[src/rtl/mem_port_arbiter.sv]
// Round-robin share of one memory port between the CPU data path (0) and the debug path (1).
// Grant is held for the whole transaction; completion returns ack, read data and a timeout flag.
module mem_port_arbiter #(
  parameter int ADDR_WIDTH = 32,
  parameter int DATA_WIDTH = 32,
  parameter int TIMEOUT    = 16
) (
  input  logic                  clk,
  input  logic                  rstn,
  input  logic                  req0,
  input  logic                  we0,
  input  logic [ADDR_WIDTH-1:0] addr0,
  input  logic [DATA_WIDTH-1:0] wdata0,
  input  logic                  req1,
  input  logic                  we1,
  input  logic [ADDR_WIDTH-1:0] addr1,
  input  logic [DATA_WIDTH-1:0] wdata1,
  output logic                  ack0,
  output logic                  ack1,
  output logic                  err,
  output logic [DATA_WIDTH-1:0] rdata,
  output logic                  mem_req,
  output logic                  mem_we,
  output logic [ADDR_WIDTH-1:0] mem_addr,
  output logic [DATA_WIDTH-1:0] mem_wdata,
  input  logic                  mem_ack,
  input  logic [DATA_WIDTH-1:0] mem_rdata,
  output logic                  sel,
  output logic                  busy
);

  // state | meaning
  // IDLE  | no transaction outstanding; arbitrate pending requests
  // BUSY  | memory access in flight for requester sel, timeout running
  // DONE  | one-cycle ack to requester sel; err/rdata carry the result

  typedef enum logic [1:0] {
    IDLE = 2'd0,
    BUSY = 2'd1,
    DONE = 2'd2
  } state_t;

  localparam int            CW        = $clog2(TIMEOUT + 1);
  localparam logic [CW-1:0] WAIT_LAST = CW'(TIMEOUT - 1);

  state_t                state, state_nx;
  logic                  sel_nx;
  logic                  last, last_nx;
  logic [CW-1:0]         wait_cnt, wait_cnt_nx;
  logic [DATA_WIDTH-1:0] rdata_nx;
  logic                  err_nx;

  always_ff @(posedge clk or negedge rstn) begin
    if (!rstn) begin
      state    <= IDLE;
      sel      <= 1'b0;
      last     <= 1'b1;
      wait_cnt <= '0;
      rdata    <= '0;
      err      <= 1'b0;
    end else begin
      state    <= state_nx;
      sel      <= sel_nx;
      last     <= last_nx;
      wait_cnt <= wait_cnt_nx;
      rdata    <= rdata_nx;
      err      <= err_nx;
    end
  end

  always_comb begin
    state_nx    = state;
    sel_nx      = sel;
    last_nx     = last;
    wait_cnt_nx = wait_cnt;
    rdata_nx    = rdata;
    err_nx      = err;
    case (state)
      IDLE: begin
        if (req0 || req1) begin
          // on a tie the requester that did not win last time gets the port
          sel_nx      = (req0 && req1) ? ~last : req1;
          wait_cnt_nx = '0;
          state_nx    = BUSY;
        end
      end
      BUSY: begin
        if (mem_ack) begin
          rdata_nx = mem_rdata;
          err_nx   = 1'b0;
          state_nx = DONE;
        end else if (wait_cnt == WAIT_LAST) begin
          rdata_nx = '0;
          err_nx   = 1'b1;
          state_nx = DONE;
        end else begin
          wait_cnt_nx = wait_cnt + CW'(1);
        end
      end
      DONE: begin
        last_nx  = sel;
        state_nx = IDLE;
      end
      default: state_nx = IDLE;
    endcase
  end

  // decoded from state so an async reset removes mem_req at once
  assign mem_req   = (state == BUSY);
  assign busy      = (state != IDLE);
  assign ack0      = (state == DONE) && !sel;
  assign ack1      = (state == DONE) &&  sel;
  assign mem_we    = mem_req && (sel ? we1 : we0);
  assign mem_addr  = mem_req ? (sel ? addr1 : addr0) : '0;
  assign mem_wdata = mem_req ? (sel ? wdata1 : wdata0) : '0;

endmodule
[config.mk]
export PLATFORM = sky130hd
export DESIGN_NAME = mem_port_arbiter
export DESIGN_NICKNAME = d
export VERILOG_FILES = /design/src/rtl/mem_port_arbiter.sv
export SDC_FILE = /design/constraint.sdc
export NUM_CORES = 1
export LEC_CHECK = 0
export CAP_MARGIN = 20
export CORE_AREA = 2 2 103 105
export CTS_CLUSTER_SIZE = 12
export DETAILED_ROUTE_END_ITERATION = 10
export DIE_AREA = 0 0 105 107
export PLACE_DENSITY = 0.81
export SETUP_SLACK_MARGIN = 0.4
export SLEW_MARGIN = 20
export SYNTH_ARGS = -nofsm -noshare
export SYNTH_HDL_FRONTEND = slang
export SYNTH_SLANG_ARGS = --single-unit
[constraint.sdc]
create_clock -name clk -period 4.9 [get_ports clk]
set_input_delay 0.49 -clock clk [delete_from_list [all_inputs] [get_ports clk]]
set_output_delay 0.49 -clock clk [all_outputs]
set_load 0.01 [all_outputs]
==> impl_metrics.py, run 1 <==
metrics = {
    "worst_setup_path": {
        "worst_ep_arrival_time_ns": 2.44,
        "critPathCaptureType": "primary output",
        "path_class": "flop to primary output",
        "crit_required_ns": 4.41,
        "rr_worst_depth": 6,
        "start_kind": "flop",
        "path_max_fanout": 69,
        "startpoint": "sel",
        "r2r_start": "wait_cnt[0]",
    },
    "yosys": {
        "synth_commonest_cells": "70 x nor2_1, 66 x mux2i_1, 41 x dfrtp_1",
        "synth-compound-area-share_pct": 13.5,
        "synthDistinctLibCells": 32,
        "syn_nets": 433,
        "syn_area_um2": 2590,
        "synth_top_area_cell": "dfrtp_1",
        "synthCells": 264,
        "synthSimpleGateAreaFrac_pct": 13.2,
        "async_reset_ff_share_pct": 100,
        "post-synth-top-count-cell": "nor2_1",
        "ys_seq_area_share_pct": 40.6,
        "synth_xor_area_share_pct": 0,
        "avgSynthCellArea_um2": 9.82,
        "synth.area.mux_share_pct": 25.9,
        "synthDominantCellAreaShare_pct": 39.6,
        "synth-edff-count": 0,
        "synth_top_family_by_area": "multiplexers",
        "synthTopCellsByArea": "dfrtp_1 40%, mux2i_1 25%, a22o_1 11%",
        "ys.flop_type": "dfrtp_1",
        "synthAdderAreaFrac_pct": 0.965,
        "ys_ff_latch": 42,
        "yosys_warnings": 0,
    },
    "clocking": {
        "post_cts_buffers": 0,
        "cts-htree-levels": 2,
        "clk_path_buf_depth": 2,
        "cts.sinks": 42,
        "cts-buffers-inserted": 5,
        "clkLatencyLatePin_ns": 0.29,
        "clkTransAtPathRegs_ns": 0.08,
        "cts_hold_buf": 0,
        "cts-resized-gates": 0,
        "cts_tree": "done",
        "cts_root_buf": "clkbuf_8",
    },
    "place": {
        "dp_hpwl_um": 9180,
        "place_congestion": 0.781,
        "place_area_um2": 5330,
        "place.port_buffers": 269,
    },
    "global_routing": {
        "grt_pass1_wl_um": 17000,
        "grt_max_degree": 70,
        "grt_use_total_pct": 19.3,
        "grt_overflow": 0,
        "antenna_found_initial": 0,
        "grt_pass1_vias": 3072,
    },
    "power_and_ir_drop": {
        "irDropWorstVdd_mv": 0.347,
        "totalPowerFinal_mw": 2.43,
        "cellPowerDensity_nw_per_um2": 447,
        "power_leakage_nw": 2.42,
    },
    "floorplanning": {
        "core_area_um2": 10100,
        "fp.dieArea_um2": 11200,
        "io_pins": 270,
        "die_h_um": 107,
        "start_util_pct": 25.7,
        "dieWidth_um": 105,
        "rows": 37,
    },
    "run": {
        "cap_violations": 0,
    },
    "timing": {
        "worstMarginPinSlew_ns": 1.11,
        "fin_crit_ns": 2.93,
        "hold_viol": 0,
        "maxSlewHeadroom_pct": 26.0,
        "rsz0062_at_grt": "false",
        "setup_tns_ns": 0,
        "whs_ns": 0.321,
        "fin_skew_ns": 0.00781,
        "fmax_mhz": 342,
        "finalCritPeriodShare_pct": 59.7,
        "setup-violations-final": 0,
        "final_max_slew_viol_count": 0,
    },
    "detailed_routing": {
        "wire_per_inst_um": 17.5,
        "dr.pass1.iters": 4,
        "drtIter0Drc": 155,
        "detail_route.vias_per_cell": 4.66,
        "drc": 0,
        "ant_nets": 0,
        "routed_wl_um": 11500,
        "vias": 3059,
    },
    "cells_and_area": {
        "final_layout_size_suffix_gt1_share_pct": 3.27,
        "area.growth.synth_to_final_pct": 110,
        "stdcell_area_um2": 5450,
        "fin_util_pct": 54.0,
        "nets": 688,
        "num-fill-cells": 930,
        "diodes": 0,
    },
    "hold_path": {
        "hp-class": "primary input to async pin",
    },
    "outcome": {
        "status": "finished clean",
    },
}
-- worst max-delay path, cell delays in order (launching register included) --
cell             delay, ns
dfrtp_4               1.16
mux2i_1               0.21
nor2_1                0.13
clkdlybuf4s50_1       0.58
-- routing by layer --
metal  vias up  GRT usage [%]  share of wire (%)
met4         0           5.33                2.2
met5         -              0                  0
met3        21           5.41                8.0
li1       1441              -                  -
met2       162           33.1                 50
met1      1435           23.6                 40
-- layout by cell type, fill, tap and decap left out, types with 2 or more instances in the layout --
| cell | instances |
|---|---|
| nor2_1 | 70 |
| nand2b_1 | 2 |
| mux2i_1 | 66 |
| dfrtp_1 | 40 |
| inv_2 | 2 |
| a21oi_1 | 2 |
| nand3_1 | 2 |
| a22o_1 | 33 |
| inv_1 | 4 |
| clkdlybuf4s50_1 | 268 |
| ha_1 | 2 |
| clkbuf_8 | 5 |
-- cell families (layout without fill, tap and decap cells) --
family                   count (synthesis)  count (layout)
AO/OA/AOI/OAI                           42              42
buffers and inverters                   28             284
multiplexers                            67              67
adder cells (fa/ha/maj)                  2               2
AND/OR/NAND/NOR                         83              83
flip-flops                              42              42
-- state kept, by name (all words and copies together) (netlist names) --
signal    count
rdata        32
wait_cnt      5
state         2
err           1
last          1
sel           1
-- power breakdown --
group	leakage [nW]	internal [mW]	total, mW	switching [mW]
combinational	1.85	0.902	1.44	0.539
clock	0.0514	0.152	0.270	0.118
sequential	0.523	0.493	0.722	0.229
-- final timing paths --
check                                     to  slack [ns]
worst min register to register     rdata[16]        0.51
worst max register to register      rdata[8]        2.76
max in group asynchronous                sel        3.91
min in group clk                   rdata[16]        0.51
worst min-delay path                rdata[5]        0.32
worst max-delay path            mem_wdata[0]        1.97
-- through the flow --
step / setup slack (ns) / cells
2_1_floorplan: 3.02 / 264
3_3_place_gp: 2.30 / 648
3_5_place_dp: 2.27 / 648
4_1_cts: 1.93 / 656
5_1_grt: 1.82 / 656
6_report: 1.97 / 656
-- final cells by class --
cell class	instances	area, um^2	area share (%)
Sequential cell	42	1060	19.4
Timing Repair Buffer	270	2700	49.5
Tap cell	136	170	3.12
Inverter	6	22.5	0.414
Clock inverter	2	37.5	0.689
Multi-Input combinational cell	194	1390	25.6
Clock buffer	6	72.6	1.33
Note: power is estimated with default switching activity, not from simulation.
==> inputs of run 2 (changes only) <==
--- a/config.mk
+++ b/config.mk
@@ -6,11 +6,11 @@
 export NUM_CORES = 1
 export LEC_CHECK = 0
 export CAP_MARGIN = 20
-export CORE_AREA = 2 2 103 105
+export CORE_MARGIN = 2
+export CORE_UTILIZATION = 26
 export CTS_CLUSTER_SIZE = 12
 export DETAILED_ROUTE_END_ITERATION = 10
-export DIE_AREA = 0 0 105 107
-export PLACE_DENSITY = 0.81
+export PLACE_DENSITY = 0.85
 export SETUP_SLACK_MARGIN = 0.4
 export SLEW_MARGIN = 20
 export SYNTH_ARGS = -nofsm -noshare
==> constraint.sdc (replaced) <==
create_clock -name clk -period 2.6 [get_ports clk]
set_input_delay 0.26 -clock clk [delete_from_list [all_inputs] [get_ports clk]]
set_output_delay 0.26 -clock clk [all_outputs]
set_load 0.01 [all_outputs]
==> impl_metrics.py, run 2 (synthesized netlist as in run 1, its figures left out) <==
metrics = {
    "clocking": {
        "cts_hold_buf": 0,
        "cts-htree-levels": 2,
        "cts.sinks": 42,
        "cts_tree": "done",
        "clk_path_buf_depth": 2,
        "clkTransAtPathRegs_ns": 0.08,
        "cts_root_buf": "clkbuf_8",
        "clkLatencyLatePin_ns": 0.29,
        "cts-buffers-inserted": 5,
    },
    "cells_and_area": {
        "mostFrequentLayoutCells": "259 x clkdlybuf4s50_1, 70 x nor2_1, 66 x mux2i_1",
        "top_regs": "rdata (32), wait_cnt (5), state (2)",
        "area.growth.synth_to_final_pct": 115,
        "final_layout_size_suffix_gt1_share_pct": 5.09,
        "largest_register_ffs": 32,
        "stdcell_area_um2": 5580,
        "num-fill-cells": 834,
        "nets": 699,
        "diodes": 0,
        "regMostFlops": "rdata",
        "final_common_cell": "clkdlybuf4s50_1",
    },
    "power_and_ir_drop": {
        "irDropWorstVdd_mv": 0.613,
        "cellPowerDensity_nw_per_um2": 847,
        "totalPowerFinal_mw": 4.73,
        "power_leakage_nw": 2.58,
    },
    "worst_setup_path": {
        "regToRegSetupSlack_ns": 0.56,
        "path_cells": "buf_4 -> mux2i_1 -> nor2_1 -> clkdlybuf4s50_1",
        "start_kind": "flop",
        "path_max_fanout": 12,
        "startpoint": "sel",
        "reg2reg_to": "wait_cnt[2]",
        "path_class": "flop to primary output",
        "crit_required_ns": 2.34,
        "critPathCaptureType": "primary output",
        "worst_ep_arrival_time_ns": 1.87,
        "rr_worst_depth": 6,
        "cpPeakStageDelay_ns": 0.58,
        "crit_path_top_delay_cell": "dfrtp_4",
        "r2r_start": "wait_cnt[0]",
    },
    "global_routing": {
        "grt_pass1_vias": 3063,
        "antenna_found_initial": 0,
        "grt_use_total_pct": 19.6,
        "grt_pass1_wl_um": 16900,
        "grt_max_degree": 65,
        "grt_overflow": 0,
    },
    "detailed_routing": {
        "detail_route.vias_per_cell": 4.56,
        "drtIter0Drc": 142,
        "drc": 0,
        "vias": 3024,
        "ant_nets": 0,
        "routed_wl_um": 11400,
        "wire_per_inst_um": 17.2,
        "dr.pass1.iters": 4,
    },
    "timing": {
        "final_max_slew_viol_count": 0,
        "fin_crit_ns": 2.13,
        "worstMarginPinSlew_ns": 0.882,
        "fmax_mhz": 469,
        "rsz0062_at_grt": "true",
        "finalCritPeriodShare_pct": 82.1,
        "whs_ns": 0.0905,
        "maxSlewHeadroom_pct": 41.2,
        "hold_viol": 0,
        "fin_skew_ns": 0.00854,
        "setup_tns_ns": 0,
        "setup-violations-final": 0,
    },
    "run": {
        "cap_violations": 0,
    },
    "hold_path": {
        "hp-class": "primary input to async pin",
    },
    "place": {
        "place.port_buffers": 269,
        "dp_hpwl_um": 9080,
        "place_area_um2": 5390,
        "place_congestion": 0.916,
    },
    "floorplanning": {
        "dieWidth_um": 104,
        "core_area_um2": 9730,
        "io_pins": 270,
        "die_h_um": 104,
        "rows": 36,
        "fp.dieArea_um2": 10800,
        "start_util_pct": 26.7,
    },
    "outcome": {
        "status": "finished clean",
    },
}
[run 2: changes by cell type in the layout (fill, tap and decap cells not counted)]
cell,delta
dlymetal6s2s_1,+4
nand2b_2,-1
buf_4,+7
clkbuf_16,+1
clkinvlp_4,-1
clkbuf_8,+1
buf_8,+1
dlygate4sd2_1,+5
buf_12,+2
clkdlybuf4s50_1,-9
nand2b_4,+1
nand2_1,+1
nand2_2,-1
clkbuf_1,-1
[run 2: per-layer routing]
layer / vias up / wire length (um) / share of wire (%) / global-route usage [%]
li1: 1459 / - / - / -
met1: 1397 / 4930 / 43 / 24.2
met2: 155 / 5190 / 46 / 32.2
met3: 13 / 1100 / 9.7 / 7.96
met4: 0 / 167 / 1.5 / 4.15
met5: - / 0 / 0 / 0
[run 2: area by class of cell]
cell class              count  area (um^2)  area share, %
repair buffers            281         2830           50.7
inverters                   6         22.5          0.403
clock inverters             1         30.0          0.538
well taps                 133          166           2.98
clock buffers               6         82.6           1.48
multi-input cells         194         1390           25.0
flip-flops and latches     42         1060           18.9
[run 2: worst max path at each step]
| stage | endpoint |
|---|---|
| after floorplan | wait_cnt[2] |
| after global placement | mem_wdata[4] |
| after detailed placement | wait_cnt[2] |
| after CTS | mem_addr[2] |
| after global routing | mem_wdata[9] |
| final | mem_wdata[6] |
[run 2: metrics by stage]
stage	util (%)	std cells	setup slack (ns)
6_report	57.4	663	0.466
5_1_grt	57.4	663	0.373
3_3_place_gp	55.4	650	0.628
4_1_cts	56.7	658	0.403
3_5_place_dp	55.4	650	0.587
2_1_floorplan	-	264	0.716
[run 2: worst max-delay path, delay by kind of cell, from the launching register on]
kind | cells | cell delay (ns)
buf+inv | 2 | 0.77
flops | 1 | 0.58
mux | 1 | 0.14
simple gates | 1 | 0.10
[run 2: timing repair]
item	4_1_cts	5_1_grt
buffers inserted	1	4
resized for setup	5	5
cloned	0	1
setup endpoints to repair	51	60
[run 2: power by group]
part / internal (mW) / total [mW] / switching, mW
combinational: 1.81 / 3.07 / 1.26
clock: 0.307 / 0.513 / 0.206
sequential: 0.934 / 1.15 / 0.215
